<file path="src/rtl/pencase_dispense_if.sv">
// Dispenser handshake bundle between the dispense controller and the
// pen-case dispenser mechanism.
//   disp_req   : controller -> dispenser, level request
//   disp_color : controller -> dispenser, 01 RED / 10 BLUE, 00 when idle
//   disp_ack   : dispenser -> controller, level acknowledge
interface pencase_dispense_if;
  logic       disp_req;
  logic [1:0] disp_color;
  logic       disp_ack;

  modport master (output disp_req, output disp_color, input disp_ack);
  modport slave  (input disp_req, input disp_color, output disp_ack);
endinterface

</file>
<file path="src/rtl/pencase_dispense_ctrl.sv">
// Shares one pen-case dispenser between two coin-slot detectors (A, B).
// Each slot's RED/BLUE purchase pulse is buffered one-deep, slots are
// served round-robin, per-color stock is tracked, the dispenser is driven
// through a req/ack handshake with timeout, and refunds are pulsed on
// overflow, out-of-stock or dispenser fault.
// Ports:
//   clock, n_rst           : clock (rising edge), async active-low reset
//   color_a, color_b       : one-cycle purchase pulses (01 RED, 10 BLUE)
//   refill                 : reload both stocks, clears fault
//   disp                   : dispenser handshake (master side)
//   refund_a, refund_b     : one-cycle refund pulses per slot
//   busy                   : not idle or a purchase is pending
//   fault                  : sticky dispenser timeout flag
//   stock_red, stock_blue  : remaining stock per color
module pencase_dispense_ctrl #(
  parameter int STOCK_W    = 4,
  parameter int STOCK_INIT = 8,
  parameter int TIMEOUT    = 50
) (
  input  logic               clock,
  input  logic               n_rst,
  input  logic [1:0]         color_a,
  input  logic [1:0]         color_b,
  input  logic               refill,
  pencase_dispense_if.master disp,
  output logic               refund_a,
  output logic               refund_b,
  output logic               busy,
  output logic               fault,
  output logic [STOCK_W-1:0] stock_red,
  output logic [STOCK_W-1:0] stock_blue
);

  localparam int                 CNT_W = (TIMEOUT > 2) ? $clog2(TIMEOUT) : 1;
  localparam logic [CNT_W-1:0]   CNT_LAST = CNT_W'(TIMEOUT - 1);
  localparam logic [STOCK_W-1:0] FULL = STOCK_W'(STOCK_INIT);
  localparam logic [1:0]         RED  = 2'b01;
  localparam logic [1:0]         BLUE = 2'b10;

  typedef enum logic [1:0] {S_IDLE, S_REQ, S_WAIT_DROP, S_FAULT} state_e;

  state_e             state_q, state_d;
  logic [1:0]         pend_a_q, pend_a_d, pend_b_q, pend_b_d;
  logic               last_b_q, last_b_d;    // 1: last grant went to slot B
  logic               grant_b_q, grant_b_d;  // slot owning the current request
  logic               req_q, req_d;
  logic [1:0]         color_q, color_d;
  logic               ref_a_q, ref_a_d, ref_b_q, ref_b_d;
  logic               fault_q, fault_d;
  logic               busy_q, busy_d;
  logic [STOCK_W-1:0] red_q, red_d, blue_q, blue_d;
  logic [CNT_W-1:0]   cnt_q, cnt_d;

  logic               clr_a, clr_b;
  logic               pick_b;
  logic [1:0]         pick_color;
  logic               in_stock;

  function automatic logic valid_color(input logic [1:0] c);
    return (c == RED) || (c == BLUE);
  endfunction

  always_ff @(posedge clock or negedge n_rst) begin
    if (!n_rst) begin
      state_q   <= S_IDLE;
      pend_a_q  <= 2'b00;
      pend_b_q  <= 2'b00;
      last_b_q  <= 1'b1;
      grant_b_q <= 1'b0;
      req_q     <= 1'b0;
      color_q   <= 2'b00;
      ref_a_q   <= 1'b0;
      ref_b_q   <= 1'b0;
      fault_q   <= 1'b0;
      busy_q    <= 1'b0;
      red_q     <= FULL;
      blue_q    <= FULL;
      cnt_q     <= '0;
    end else begin
      state_q   <= state_d;
      pend_a_q  <= pend_a_d;
      pend_b_q  <= pend_b_d;
      last_b_q  <= last_b_d;
      grant_b_q <= grant_b_d;
      req_q     <= req_d;
      color_q   <= color_d;
      ref_a_q   <= ref_a_d;
      ref_b_q   <= ref_b_d;
      fault_q   <= fault_d;
      busy_q    <= busy_d;
      red_q     <= red_d;
      blue_q    <= blue_d;
      cnt_q     <= cnt_d;
    end
  end

  always_comb begin
    state_d    = state_q;
    last_b_d   = last_b_q;
    grant_b_d  = grant_b_q;
    req_d      = req_q;
    color_d    = color_q;
    fault_d    = fault_q;
    red_d      = red_q;
    blue_d     = blue_q;
    cnt_d      = cnt_q;
    ref_a_d    = 1'b0;
    ref_b_d    = 1'b0;
    clr_a      = 1'b0;
    clr_b      = 1'b0;
    pick_b     = 1'b0;
    pick_color = 2'b00;
    in_stock   = 1'b0;

    // Refill overrides any decrement made below.
    unique case (state_q)
      S_IDLE: begin
        if (pend_a_q != 2'b00 || pend_b_q != 2'b00) begin
          pick_b     = (pend_b_q != 2'b00) && ((pend_a_q == 2'b00) || !last_b_q);
          pick_color = pick_b ? pend_b_q : pend_a_q;
          in_stock   = (pick_color == RED) ? (red_q != '0) : (blue_q != '0);
          last_b_d   = pick_b;
          grant_b_d  = pick_b;
          if (!in_stock) begin
            clr_a   = !pick_b;
            clr_b   = pick_b;
            ref_a_d = !pick_b;
            ref_b_d = pick_b;
          end else begin
            color_d = pick_color;
            req_d   = 1'b1;
            cnt_d   = '0;
            state_d = S_REQ;
          end
        end
      end
      S_REQ: begin
        if (disp.disp_ack) begin
          if (color_q == RED) red_d  = red_q - STOCK_W'(1);
          else                blue_d = blue_q - STOCK_W'(1);
          clr_a   = !grant_b_q;
          clr_b   = grant_b_q;
          req_d   = 1'b0;
          state_d = S_WAIT_DROP;
        end else if (cnt_q == CNT_LAST) begin
          fault_d = 1'b1;
          req_d   = 1'b0;
          color_d = 2'b00;
          clr_a   = !grant_b_q;
          clr_b   = grant_b_q;
          ref_a_d = !grant_b_q;
          ref_b_d = grant_b_q;
          state_d = S_FAULT;
        end else begin
          cnt_d = cnt_q + CNT_W'(1);
        end
      end
      S_WAIT_DROP: begin
        if (!disp.disp_ack) begin
          color_d = 2'b00;
          state_d = S_IDLE;
        end
      end
      S_FAULT: begin
        clr_a = 1'b1;
        clr_b = 1'b1;
        if (refill) begin
          fault_d = 1'b0;
          state_d = S_IDLE;
        end
      end
      default: state_d = S_IDLE;
    endcase

    if (refill) begin
      red_d  = FULL;
      blue_d = FULL;
    end

    // Clear first, then a new pulse may land in the freed slot.
    pend_a_d = clr_a ? 2'b00 : pend_a_q;
    pend_b_d = clr_b ? 2'b00 : pend_b_q;
    if (valid_color(color_a)) begin
      if (state_q == S_FAULT || pend_a_d != 2'b00) ref_a_d = 1'b1;
      else                                         pend_a_d = color_a;
    end
    if (valid_color(color_b)) begin
      if (state_q == S_FAULT || pend_b_d != 2'b00) ref_b_d = 1'b1;
      else                                         pend_b_d = color_b;
    end

    busy_d = (state_d != S_IDLE) || (pend_a_d != 2'b00) || (pend_b_d != 2'b00);
  end

  assign disp.disp_req   = req_q;
  assign disp.disp_color = color_q;
  assign refund_a        = ref_a_q;
  assign refund_b        = ref_b_q;
  assign busy            = busy_q;
  assign fault           = fault_q;
  assign stock_red       = red_q;
  assign stock_blue      = blue_q;

endmodule

</file>
<file path="src/flat_wrapper.sv">
// flat-port wrapper written by rule: the top's interface ports become plain ports
module pencase_dispense_ctrl_flat 
#(
  parameter int STOCK_W    = 4,
  parameter int STOCK_INIT = 8,
  parameter int TIMEOUT    = 50
)
  (clock, n_rst, color_a, color_b, refill, refund_a, refund_b, busy, fault, stock_red, stock_blue, disp_disp_req, disp_disp_color, disp_disp_ack);
  pencase_dispense_if disp_i ();
  input  logic clock;
  input  logic n_rst;
  input  logic [1:0] color_a;
  input  logic [1:0] color_b;
  input  logic refill;
  output logic refund_a;
  output logic refund_b;
  output logic busy;
  output logic fault;
  output logic [STOCK_W-1:0] stock_red;
  output logic [STOCK_W-1:0] stock_blue;
  output wire logic [$bits(disp_i.disp_req)-1:0] disp_disp_req;
  output wire logic [$bits(disp_i.disp_color)-1:0] disp_disp_color;
  input wire logic [$bits(disp_i.disp_ack)-1:0] disp_disp_ack;
  assign disp_disp_req = disp_i.disp_req;
  assign disp_disp_color = disp_i.disp_color;
  assign disp_i.disp_ack = disp_disp_ack;
  pencase_dispense_ctrl #(.STOCK_W(STOCK_W), .STOCK_INIT(STOCK_INIT), .TIMEOUT(TIMEOUT)) u_core (.clock(clock), .n_rst(n_rst), .color_a(color_a), .color_b(color_b), .refill(refill), .disp(disp_i), .refund_a(refund_a), .refund_b(refund_b), .busy(busy), .fault(fault), .stock_red(stock_red), .stock_blue(stock_blue));
endmodule
</file>
<file path="config.mk">
export PLATFORM = sky130hd
export DESIGN_NAME = pencase_dispense_ctrl_flat
export DESIGN_NICKNAME = d
export VERILOG_FILES = /design/src/rtl/pencase_dispense_if.sv /design/src/rtl/pencase_dispense_ctrl.sv /design/src/flat_wrapper.sv
export SDC_FILE = /design/constraint.sdc
export NUM_CORES = 1
export LEC_CHECK = 0
export ABC_AREA = 1
export CORE_MARGIN = 10
export CORE_UTILIZATION = 54
export CTS_BUF_LIST = sky130_fd_sc_hd__clkbuf_16
export DETAILED_ROUTE_END_ITERATION = 8
export PLACE_DENSITY = 0.78
export SETUP_SLACK_MARGIN = 0.5
export SYNTH_ARGS = -nofsm -noshare
export SYNTH_HDL_FRONTEND = slang
export SYNTH_SLANG_ARGS = --single-unit
</file>
<file path="constraint.sdc">
create_clock -name clock -period 2.02 [get_ports clock]
set_input_delay 0.202 -clock clock [delete_from_list [all_inputs] [get_ports clock]]
set_output_delay 0.202 -clock clock [all_outputs]
set_load 0.02 [all_outputs]
</file>
=== Word level (Yosys, flattened, before mapping) ===
Index checks and enable logic that the tools add are counted.

* Output and inout port bits: 15
* Flip-flop bits (word level): 29
* Logic and storage cells: 133
* Bits of input ports: 8

* $add $sub $neg: 3
* Multiplexer cells: 61
* Reduce and logical (&&, ||, !) cells: 36
* Equality and inequality tests: 19

{| class="wikitable"
|+ Operator list
! kind !! number
|-
| $mux W2 || 18
|-
| $mux W4 || 8
|-
| $mux W6 || 4
|-
| $reduce_bool A2 Y1 || 12
|-
| $mux W1 || 22
|-
| $pmux W6 S2 || 1
|-
| $eq A2 B1 Y1 const B || 5
|-
| $ne A2 B2 Y1 const B || 5
|-
| $eq A2 B2 Y1 const B || 4
|-
| $logic_or A1 B1 Y1 || 8
|-
| $pmux W1 S2 || 4
|-
| $pmux W2 S4 || 1
|-
| $reduce_and A4 Y1 || 2
|-
| $reduce_bool A4 Y1 || 2
|-
| $sub A4 B1 Y4 const B || 2
|-
| $add A6 B1 Y6 const B || 1
|-
| $eq A6 B6 Y1 const B || 1
|-
| $ne A2 B1 Y1 const B || 3
|-
| $pmux W1 S3 || 2
|-
| $pmux W2 S3 || 1
|-
| $reduce_and A3 Y1 || 2
|-
| $reduce_and A6 Y1 || 1
|-
| $reduce_and A5 Y1 || 1
|-
| $logic_not A2 Y1 || 2
|-
| other kinds (5) || 7
|}

=== Depth between registers and ports, before layout ===
* Word-level depth: 17
* Gate-level depth with buffers: 15

=== Worst setup path before layout ===
No wires, ideal clock.

* Path type: register -> register
* Start: register u_core.red_q[0], in the netlist u_core.stock_red[0]
* End: register u_core.cnt_q[3]
* Stages on the path, launching flop included: 15
* Path slack: 320 ps
* Data required time: 1893 ps
* Setup time: 127 ps
* Data arrival time: 1573 ps
* Period minus slack after synthesis: 1700 ps
* Path through: dfrtp_1 > inv_1 > ha_1 > inv_1 > nor3_1 > inv_1 > nand3_2 > nand2_1 > nand2_2 > nand2_4 > nand2_4 > nor2_8 > inv_4 > nand2_1 > o31ai_2

* Longest elaborated chain between the ends: 4

{| class="wikitable"
|+ RTL lines
! element !! line !! RTL
|-
| start: declaration || pencase_dispense_ctrl.sv:51 || <nowiki>logic [STOCK_W-1:0] red_q, red_d, blue_q, blue_d;</nowiki>
|-
| start signal: assignment || pencase_dispense_ctrl.sv:91 || <nowiki>red_q <= red_d;</nowiki>
|-
| $reduce_bool A4 Y1 || pencase_dispense_ctrl.sv:121 || <nowiki>in_stock = (pick_color == RED) ? (red_q != '0) : (blue_q != '0);</nowiki>
|-
| $mux W1 || pencase_dispense_ctrl.sv:121 ||
|-
| $ne A2 B1 Y1 (no line) || n/a ||
|-
| $reduce_and A5 Y1 (no line) || n/a ||
|-
| end signal: assignment || pencase_dispense_ctrl.sv:93 || <nowiki>cnt_q <= cnt_d;</nowiki>
|-
| end: declaration || pencase_dispense_ctrl.sv:52 || <nowiki>logic [CNT_W-1:0] cnt_q, cnt_d;</nowiki>
|}

No other way between the ends.
A chain may end at the register's enable or synchronous reset.

=== Worst setup path in the final report ===
* Start: register u_core.pend_a_q[0]
* End: register u_core.ref_a_q, in the netlist u_core.refund_a

* Longest elaborated chain between the ends: 14

{| class="wikitable"
|+ RTL lines
! element !! line !! RTL
|-
| start: declaration || pencase_dispense_ctrl.sv:43 || <nowiki>logic [1:0] pend_a_q, pend_a_d, pend_b_q, pend_b_d;</nowiki>
|-
| start signal: assignment || pencase_dispense_ctrl.sv:81 || <nowiki>pend_a_q <= pend_a_d;</nowiki>
|-
| $logic_not A2 Y1 || pencase_dispense_ctrl.sv:119 || <nowiki>pick_b = (pend_b_q != 2'b00) && ((pend_a_q == 2'b00) || !last_b_q);</nowiki>
|-
| $logic_or A1 B1 Y1 || pencase_dispense_ctrl.sv:119 ||
|-
| $logic_and A1 B1 Y1 || pencase_dispense_ctrl.sv:119 ||
|-
| $mux W2 || pencase_dispense_ctrl.sv:120 || <nowiki>pick_color = pick_b ? pend_b_q : pend_a_q;</nowiki>
|-
| $eq A2 B1 Y1 || pencase_dispense_ctrl.sv:121 ||
|-
| $mux W1 || pencase_dispense_ctrl.sv:121 ||
|-
| $mux W1 || pencase_dispense_ctrl.sv:124 || <nowiki>if (!in_stock) begin</nowiki>
|-
| $mux W1 || pencase_dispense_ctrl.sv:118 || <nowiki>if (pend_a_q != 2'b00 || pend_b_q != 2'b00) begin</nowiki>
|-
| $pmux W1 S3 || pencase_dispense_ctrl.sv:116 || <nowiki>unique case (state_q)</nowiki>
|-
| $mux W2 || pencase_dispense_ctrl.sv:181 || <nowiki>pend_a_d = clr_a ? 2'b00 : pend_a_q;</nowiki>
|-
| $reduce_bool A2 Y1 || pencase_dispense_ctrl.sv:184 || <nowiki>if (state_q == S_FAULT || pend_a_d != 2'b00) ref_a_d = 1'b1;</nowiki>
|-
| $logic_or A1 B1 Y1 || pencase_dispense_ctrl.sv:184 ||
|-
| $mux W1 || pencase_dispense_ctrl.sv:184 ||
|-
| $mux W1 (*) || pencase_dispense_ctrl.sv:183 || <nowiki>if (valid_color(color_a)) begin</nowiki>
|-
| named net u_core.ref_a_d || pencase_dispense_ctrl.sv:48 || <nowiki>logic ref_a_q, ref_a_d, ref_b_q, ref_b_d;</nowiki>
|-
| end signal: assignment || pencase_dispense_ctrl.sv:87 || <nowiki>ref_a_q <= ref_a_d;</nowiki>
|-
| end: declaration || pencase_dispense_ctrl.sv:48 ||
|}

The timed path passes the listed nets; every way through them passes the cells marked *.

==> impl_metrics.tcl <==
set metrics [dict create \
    postSynth.asyncResetShare 1.000 \
    slew_headroom 0.7580 \
    synth_seq_area_share 0.4188 \
    clkPwrFrac 0.150 \
    dp.cells 287 \
    hpwlAfterDp_mm 2.685 \
    crit_arrival_ns 2.12 \
    fmax_ghz 0.5036 \
    syn_to_final_growth_pct 50.07 \
    finalInstanceArea_um2 2614 \
    core_area_um2 3078 \
    synth_seq_cells 29 \
    drv_cap 0 \
    vdd_ir_drop_max_v 0.001143 \
    clk_pin_slew_ns 0.05 \
    antenna_cells 0 \
    grt_use_total 0.1436 \
    hold_path.class "in -> async" \
    placed_cell_area_um2 2051 \
    power_frac_comb 0.632 \
    clockBufferDepth 2 \
    cts.sinks 29 \
    fp.dieW_um 76.79 \
    numCtsBuffers 5 \
    final_util 0.8492 \
    pin_count 23 \
    crit_type "reg -> reg" \
    setup-tns-final_ns 0 \
    p_int_mw 2.402 \
    p_sw_mw 2.211 \
    synth_area_leaders "dfrtp_1 (37%), nand2_1 (11%), inv_1 (7.5%), ha_1 (5.7%), dfstp_2 (4.5%)" \
    yosysTopAreaCell "dfrtp_1" \
    syn_avg_cell_area_um2 7.953 \
    period_needed_ns 1.986 \
    switching_share 0.4793 \
    htree_num_levels 2 \
    synth.top_cell.area_share 0.3736 \
    insertion_delay_ns 0.28 \
    wl_mm 5.281 \
    layout-drive-gt1-share 0.3889 \
    cp_cell_sequence "o21ai_4 -> nand2_4 -> a21oi_4 -> nand2_2 -> nand2_4 -> nand3_2 -> nand2_2 -> nand2_4 -> nand2_4 -> nand2_1 -> o21ai_0 -> o211ai_1" \
    finalSetupViolCount 0 \
    power_leakage_nw 1.214 \
    synthCells 219 \
    grt_pass1_wl_mm 7.024 \
    syn_nets 235 \
    post-route-drc-count 0 \
    cp_slowest_cell "dfrtp_2" \
    drv_slew 0 \
    drtPass1Iterations 4 \
    place.gp.congestion 0.8536 \
    synth-edff-count 0 \
    critPathCaptureType "flop" \
    path_buf_inv 0 \
    rsz0062_at_grt "true" \
    rows 20 \
    grt_pass1_vias 1547 \
    tightest_slew_ns 0.3617 \
    via_count 1742 \
    skew_ns 0.004281 \
    cts_tree "done" \
    antenna_left 0 \
    cp_common_cell "nand2_4" \
    start_util 0.5659 \
    die-height_um 76.79 \
    p_seq_frac 0.219 \
    yosysWarnings 0 \
    overflow 0 \
    hold_violations 0 \
    fin_cells 314 \
    syn_area_um2 1742 \
    wl_per_cell_um 16.82 \
    critPathLaunchType "flop" \
    grt_max_degree 30 \
    p_per_area_nw_per_um2 1765 \
    cpPeakStageDelay_ns 0.45 \
    worstPathRequired_ns 2.16 \
    antenna_found_initial 0 \
    synth_cell_type_count 32 \
    synth_top_flop_cell "dfrtp_1" \
    nets 285 \
    die-area_um2 5897 \
    crit_path_max_fanout 4 \
    initialDrtViolationCount 134 \
    critical_path.top_delay_family "simple AND/OR/NAND/NOR gates" \
    io_buffers 22 \
    cts_root_buffer "clkbuf_16" \
    postCtsHoldBufs 0 \
    viasPerCell 5.548 \
    run_status "completed" \
    min_period_over_period 0.9829 \
]
-- path summary, 6_finish.rpt --
kind                                    start                  end  slack, ns  cells after the start
hold / removal                          n_rst  u_core.stock_red[2]       0.30                      2
hold reg to reg               u_core.cnt_q[1]      u_core.cnt_q[1]       0.52                      2
setup reg to reg           u_core.pend_a_q[0]      u_core.refund_a       0.03                     12
min in group clock            u_core.cnt_q[1]      u_core.cnt_q[1]       0.52                      2
setup / recovery           u_core.pend_a_q[0]      u_core.refund_a       0.03                     12
max in group asynchronous               n_rst      u_core.last_b_q       1.41                      2
-- logic make-up after synthesis --
kind of cell | synth area share
AND/OR/NAND/NOR | 0.2629
adder cells (fa/ha/maj) | 0.05747
AO/OA/AOI/OAI | 0.1501
XOR/XNOR | 0.02011
flip-flops | 0.4188
buffers and inverters | 0.09052
-- placed cells by master, fill, tap and decap left out, drive strengths merged, types with 3 or more instances in the layout --
| cell type | n |
|---|---|
| nand2 | 57 |
| inv | 39 |
| dfrtp | 26 |
| buf | 23 |
| nor2 | 21 |
| clkdlybuf4s50 | 19 |
| o21ai | 16 |
| nand3 | 14 |
| a21oi | 8 |
| ha | 8 |
| o31ai | 6 |
| clkbuf | 5 |
| xor2 | 4 |
| nand4 | 4 |
| dlygate4sd2 | 3 |
| dfstp | 3 |
| nor3 | 3 |
| clkinv | 3 |
-- registers in the layout, indices dropped and copies added, names as in the netlist --
name	flops
u_core.busy	1
u_core.disp.disp_req	1
u_core.pend_b_q	2
u_core.grant_b_q	1
u_core.refund_a	1
u_core.refund_b	1
u_core.cnt_q	6
u_core.disp.disp_color	2
u_core.stock_blue	4
u_core.last_b_q	1
u_core.pend_a_q	2
u_core.state_q	2
u_core.fault	1
u_core.stock_red	4
-- area by class of cell --
cell class	count	area, µm²
fill	167	464.2
sequential	29	737.0
multi-input combinational	149	1137
timing repair buffer	45	392.9
tap	44	55.05
inverter	39	153.9
clock inverter	3	12.51
clock buffer	5	125.1
-- power by group through the flow --
stage	sequential [mW]	clock, mW	combinational (mW)
floorplan	1.04	0	1.23
global placement	0.959	0	1.77
detailed placement	0.959	0	1.78
CTS	0.957	0.696	2.12
global route	1.03	0.725	3.17
finish	1.01	0.691	2.91
-- routing by layer --
metal	GRT usage	up-vias	wire (µm)
li1	-	806	-
met1	0.1742	829	2079
met2	0.2251	80	2587
met3	0.05128	27	365
met4	0.05762	0	248
met5	0	-	0
-- cell usage after synthesis, types with 3 or more instances --
cell type	instances
a21oi_1	7
dfrtp_1	26
dfstp_2	3
ha_1	8
inv_1	35
inv_2	3
nand2_1	53
nand3_1	13
nand4_1	3
nor2_1	20
nor3_1	3
o21ai_0	12
o31ai_2	4
xor2_1	4
-- through the flow --
step	hold slack [ns]	worst slack, ns	power (mW)
after floorplan	-0.09359	0.3707	2.266
after global placement	0.4945	0.1236	2.728
after detailed placement	0.4955	0.1041	2.743
after CTS	0.3155	0.2264	3.773
after global routing	0.3405	-0.1300	4.927
final	0.3020	0.03446	4.613
-- what timing repair did --
item                       in CTS  in global routing
gates resized for setup        28                 49
buffers inserted               11                  8
setup endpoints to repair      29                 26
pin swaps                      10                 25
Power figures use the tool's default switching activity.
